### src/rtl/kv_table.sv
// Direct-mapped flow status table: keys fold to an index, and each entry holds a status plus a one-bit age.
// A three-stage pipeline does the lookup and write-back, and a periodic aging tick evicts idle entries.
module kv_table #(
   parameter int KEY_SIZE   = 96,
   parameter int TABLE_BITS = 4,
   parameter int AGE_CYCLES = 156250000
) (
   input  logic                clk156,
   input  logic                eth_rst,
   input  logic [KEY_SIZE-1:0] in_key,
   input  logic [3:0]          in_flag,
   input  logic                in_valid,
   output logic                out_valid,
   output logic [3:0]          out_flag,
   output logic [7:0]          debug
);

   localparam int ENTRIES = 2 ** TABLE_BITS;
   localparam int SLICES  = KEY_SIZE / TABLE_BITS;
   localparam int AGE_W   = (AGE_CYCLES > 1) ? $clog2(AGE_CYCLES) : 1;

   function automatic logic [TABLE_BITS-1:0] fold_index(input logic [KEY_SIZE-1:0] key);
      logic [TABLE_BITS-1:0] idx;
      idx = '0;
      for (int i = 0; i < SLICES; i++) idx ^= key[i*TABLE_BITS +: TABLE_BITS];
      return idx;
   endfunction

   logic                  ent_valid  [ENTRIES];
   logic [KEY_SIZE-1:0]   ent_tag    [ENTRIES];
   logic [1:0]            ent_status [ENTRIES];
   logic                  ent_age    [ENTRIES];

   logic                  s0_valid, s1_valid;
   logic [KEY_SIZE-1:0]   s0_key, s1_key;
   logic [2:0]            s0_op, s1_op;
   logic [TABLE_BITS-1:0] s0_index, s1_index;
   logic                  s1_hit, s1_occupied;
   logic [1:0]            s1_status;

   logic                  rd_valid;
   logic [KEY_SIZE-1:0]   rd_tag;
   logic [1:0]            rd_status;

   logic                  wr_en, wr_valid, resp_hit, collision;
   logic [1:0]            wr_status, resp_status;

   logic [AGE_W-1:0]      age_cnt;
   logic                  age_tick;
   logic [3:0]            hit_cnt, collision_cnt;

   assign age_tick = (age_cnt == AGE_W'(AGE_CYCLES - 1));
   assign debug    = {collision_cnt, hit_cnt};

   // An S1 read of the slot that S2 writes this cycle takes the new data, so same-key requests stay in order.
   always_comb begin
      rd_valid  = ent_valid[s0_index];
      rd_tag    = ent_tag[s0_index];
      rd_status = ent_status[s0_index];
      if (wr_en && (s1_index == s0_index)) begin
         rd_valid  = wr_valid;
         rd_tag    = s1_key;
         rd_status = wr_status;
      end
   end

   always_comb begin
      wr_en       = 1'b0;
      wr_valid    = 1'b0;
      wr_status   = s1_status;
      resp_hit    = 1'b0;
      resp_status = 2'b00;
      collision   = 1'b0;
      if (s1_valid) begin
         if (s1_op[2]) begin
            if (s1_hit) begin
               wr_en    = 1'b1;
               resp_hit = 1'b1;
            end
         end else begin
            case (s1_op[1:0])
               2'b01: begin
                  wr_en    = 1'b1;
                  wr_valid = 1'b1;
                  if (s1_hit) begin
                     resp_hit    = 1'b1;
                     resp_status = s1_status;
                  end else begin
                     wr_status   = 2'b01;
                     resp_status = 2'b01;
                     collision   = s1_occupied;
                  end
               end
               2'b10: begin
                  if (s1_hit) begin
                     wr_en       = 1'b1;
                     wr_valid    = 1'b1;
                     wr_status   = 2'b10;
                     resp_hit    = 1'b1;
                     resp_status = 2'b10;
                  end
               end
               default: begin
                  if (s1_hit) begin
                     wr_en       = 1'b1;
                     wr_valid    = 1'b1;
                     resp_hit    = 1'b1;
                     resp_status = s1_status;
                  end
               end
            endcase
         end
      end
   end

   always_ff @(posedge clk156) begin
      if (eth_rst) begin
         s0_valid      <= 1'b0;
         s0_key        <= '0;
         s0_op         <= '0;
         s0_index      <= '0;
         s1_valid      <= 1'b0;
         s1_key        <= '0;
         s1_op         <= '0;
         s1_index      <= '0;
         s1_hit        <= 1'b0;
         s1_occupied   <= 1'b0;
         s1_status     <= 2'b00;
         out_valid     <= 1'b0;
         out_flag      <= 4'b0000;
         hit_cnt       <= 4'd0;
         collision_cnt <= 4'd0;
         age_cnt       <= '0;
      end else begin
         s0_valid    <= in_valid && in_flag[0];
         s0_key      <= in_key;
         s0_op       <= in_flag[3:1];
         s0_index    <= fold_index(in_key);
         s1_valid    <= s0_valid;
         s1_key      <= s0_key;
         s1_op       <= s0_op;
         s1_index    <= s0_index;
         s1_hit      <= rd_valid && (rd_tag == s0_key);
         s1_occupied <= rd_valid;
         s1_status   <= rd_status;
         out_valid   <= s1_valid;
         out_flag    <= s1_valid ? {1'b0, resp_status, resp_hit} : 4'b0000;
         if (s1_valid && resp_hit) hit_cnt <= hit_cnt + 4'd1;
         if (collision) collision_cnt <= collision_cnt + 4'd1;
         age_cnt <= age_tick ? '0 : age_cnt + AGE_W'(1);
      end
   end

   // A write-back to an entry overrides the aging tick for that entry alone.
   always_ff @(posedge clk156) begin
      for (int i = 0; i < ENTRIES; i++) begin
         if (eth_rst) begin
            ent_valid[i]  <= 1'b0;
            ent_tag[i]    <= '0;
            ent_status[i] <= 2'b00;
            ent_age[i]    <= 1'b0;
         end else if (wr_en && (s1_index == TABLE_BITS'(i))) begin
            ent_valid[i]  <= wr_valid;
            ent_tag[i]    <= s1_key;
            ent_status[i] <= wr_status;
            ent_age[i]    <= 1'b0;
         end else if (age_tick && ent_valid[i]) begin
            if (ent_age[i]) ent_valid[i] <= 1'b0;
            else ent_age[i] <= 1'b1;
         end
      end
   end

endmodule

### config.mk
export PLATFORM = sky130hd
export DESIGN_NAME = kv_table
export DESIGN_NICKNAME = d
export VERILOG_FILES = /design/src/rtl/kv_table.sv
export SDC_FILE = /design/constraint.sdc
export NUM_CORES = 2
export LEC_CHECK = 0
export ABC_AREA = 1
export CAP_MARGIN = 5
export CORE_UTILIZATION = 50
export DETAILED_ROUTE_END_ITERATION = 16
export PLACE_DENSITY = 0.66
export SLEW_MARGIN = 20
export SYNTH_ARGS = -nofsm -noshare
export SYNTH_HDL_FRONTEND = slang
export SYNTH_SLANG_ARGS = --single-unit
export TNS_END_PERCENT = 5
### constraint.sdc
create_clock -name clk156 -period 4.4 [get_ports clk156]
set_clock_uncertainty 0.2 [all_clocks]
set_input_delay 0.44 -clock clk156 [delete_from_list [all_inputs] [get_ports clk156]]
set_output_delay 0.44 -clock clk156 [all_outputs]
set_load 0.05 [all_outputs]
==> results.toml <==
[setup_path]
cp.arrival_ps = 4790
critPathMaxFanout = 55
path_class = "register to register"
critical_path_required_ps = 4890
critPathCaptureType = "register"
start_kind = "register"

[die]
die_h_um = 421
die_w_um = 421
io_pins = 116
fp.dieArea_mm2 = 0.177
floorplan.initialDensity = 0.504
core_mm2 = 0.174
rows = 153

[final_layout]
drive_gt1_frac = 0.0671
nets = 10100
area_growth_pct = 11.8
finalNonFillerCells = 12500
diodes = 0

[global_routing]
grt_pass1_vias = 66100
grt_pass1_wl_um = 428000
antenna_found_initial = 3
grt_overflow = 0
grt_util_all_layers = 0.329
grt_max_degree = 156

[pwr]
internal-power_w = 0.0337
ir_drop_mv = 0.649
clkPwrFrac = 0.312
p_leak_nw = 40.5
p_switching_w = 0.0188
combPwrFrac = 0.307
p_sw_frac = 0.358
seqPwrFrac = 0.381
power.density_mw_per_mm2 = 537

[sta]
grt_setup_unrepaired = "false"
final_max_slew_viol_count = 0
finalCritPeriodShare = 0.978
final.setup.tns_ps = 0
layout_setup_ws_ps = 96.3
finalCriticalPeriod_ps = 4300
fmax_mhz = 232
finalSetupViolations = 0
hold_viol = 0
relSlewSlack = 0.173
worst_slew_pin_slew_ps = 1240

[synthesis]
synth_top_area_cell = "edfxtp_1"
netlist_top_cells_count = "nand2_1 (2505), nor2_1 (1934), edfxtp_1 (1600)"
yosysMostFrequentCell = "nand2_1"
yosys_warnings = 0
syn_area_mm2 = 0.0876
async_flop_share = 0
synth_nets = 10200
ys_seq_area_frac = 0.606
ys_ff_latch = 1852
synth_top_area_share = 0.548
yosysUniqueCellTypes = 43
synthCells = 10100
avgSynthCellArea_um2 = 8.68
synth-main-ff-cell = "edfxtp_1"
synthTopCellsByArea = "edfxtp_1 (55%), nand2_1 (11%), nor2_1 (8.3%), nand3_1 (7.5%), dfxtp_1 (5.8%)"
synth-edff-count = 1600

[drt]
drt-initial-drc-count = 8814
viasPerCell = 5.62
routedWlPerCell_um = 23.5
wirelength_um = 293000
drc = 0
firstDrtPassIters = 6
final_antenna_net_count = 0
num_vias = 70100

[placement]
place_ws_ps = 238
io_buffers = 114
dp_cells = 12100
post-dp-hpwl_um = 163000
place.gp.congestion = 0.905

[clocking]
cts_max_level = 4
cts_sinks = 1852
post_cts_buffers = 0
clock_path_buffers = 3
clk_latency_ps = 820
cts_root_buf = "clkbuf_16"
tritoncts = "yes"
clk_pin_slew_worst_paths_ps = 60
cts_made_buffers = 193

[worst_hold_path]
hold_path_class = "input pin to register"

[flow_run]
maxCapViolCount = 0

[status]
status = "finished, final reports clean"
[sequential cells by signal, summed over array words and instances (netlist names), 2 cells and up]
register	flops
age_cnt	28
collision_cnt	4
ent_age	16
ent_status	32
ent_tag	1536
ent_valid	16
hit_cnt	4
out_flag	3
s0_index	4
s0_key	96
s0_op	3
s1_index	4
s1_key	96
s1_op	3
s1_status	2
[path summary, 6_finish.rpt]
kind                                         endpoint  slack (ps)  depth (start not counted)              startpoint
worst max-delay path                s1_hit$_SDFF_PP0_         100                         19  s0_index[0]$_SDFF_PP0_
worst max register to register      s1_hit$_SDFF_PP0_         100                         19  s0_index[0]$_SDFF_PP0_
worst min-delay path            s0_key[50]$_SDFF_PP0_          20                          3              in_key[50]
worst min register to register    s1_op[1]$_SDFF_PP0_         210                          2     s0_op[1]$_SDFF_PP0_
[power groups by stage]
stage          Clock [W]  Combinational, W  Sequential [W]
2_1_floorplan          0            0.0104          0.0203
3_3_place_gp           0            0.0156          0.0204
3_5_place_dp           0            0.0157          0.0204
4_1_cts           0.0164            0.0158          0.0200
5_1_grt           0.0170            0.0174          0.0201
6_report          0.0164            0.0161          0.0201
[cell usage in the layout, fill, tap and decap left out, types with 10 or more instances in the layout]
| cell | n |
|---|---|
| nand2_1 | 2489 |
| nor2_1 | 1934 |
| edfxtp_1 | 1600 |
| nand3_1 | 1311 |
| inv_1 | 1284 |
| dfxtp_1 | 248 |
| clkbuf_16 | 199 |
| or2_2 | 137 |
| buf_4 | 135 |
| clkdlybuf4s50_1 | 113 |
| clkinv_1 | 77 |
| buf_12 | 72 |
| clkbuf_1 | 68 |
| xnor2_1 | 62 |
| o21ai_0 | 58 |
| xor2_1 | 39 |
| nor3_1 | 29 |
| or2_0 | 28 |
| clkinv_2 | 26 |
| a21oi_1 | 25 |
| clkbuf_8 | 24 |
| dlygate4sd3_1 | 22 |
| or2_1 | 21 |
| nand2_4 | 16 |
| inv_6 | 13 |
| inv_8 | 12 |
| o21ai_1 | 12 |
| bufinv_16 | 10 |
[critical path, stage by stage, from the launching register on]
cell	delay [ps]
dfxtp_4	460
inv_8	420
buf_12	320
buf_12	300
nand2_1	90
nand3_1	80
nand2_1	70
nand2_1	80
nand3_1	120
nand3_1	240
nand2_1	80
nand2_1	60
nand2_1	40
nor2_1	490
nand2_1	110
nor2_1	300
nand2_1	80
nor2_1	100
nand2_1	110
nor2_2	300
[metal layers]
metal	up-vias	GRT usage	part of all wire
met5	-	0	0.000058
met4	4	0.174	0.060
met3	803	0.0599	0.11
li1	31500	-	-
met2	4307	0.517	0.45
met1	33400	0.433	0.37
[timing repair]
action / 4_1_cts / 5_1_grt
hold endpoints to repair: 21 / 0
hold buffers: 22 / 0
gates resized for setup: 0 / 0
endpoints found under the setup margin: 0 / 0
[final cells by class]
type | count | area, um2
fill | 15100 | 76100
sequential | 1852 | 53100
multi-input combinational | 6222 | 26600
clock buffer | 291 | 5570
inverter | 1366 | 5260
timing repair buffer | 343 | 3820
tap | 2325 | 2910
clock inverter | 73 | 713
[cell families after synthesis]
| logic type | count (synthesis) | synth area share |
|---|---|---|
| flops | 1852 | 0.606 |
| buf+inv | 2022 | 0.0928 |
| fa+ha+maj | 5 | 0.000714 |
| simple gates | 5986 | 0.282 |
| compound gates | 128 | 0.00882 |
| other cells | 1 | 0.0000428 |
| xor+xnor | 102 | 0.0102 |
[metrics by stage]
| stage | hold WS, ps | total power, W | cell area (um2) | util |
|---|---|---|---|---|
| 4_1_cts | 3.23 | 0.0522 | 97900 | 0.563 |
| 2_1_floorplan | 188 | 0.0307 | 87600 | - |
| 6_report | 23.6 | 0.0526 | 97900 | 0.563 |
| 3_3_place_gp | 203 | 0.0360 | 91400 | 0.525 |
| 5_1_grt | 25.1 | 0.0546 | 97900 | 0.563 |
| 3_5_place_dp | 202 | 0.0361 | 91400 | 0.525 |
Power figures use the tool's default switching activity.
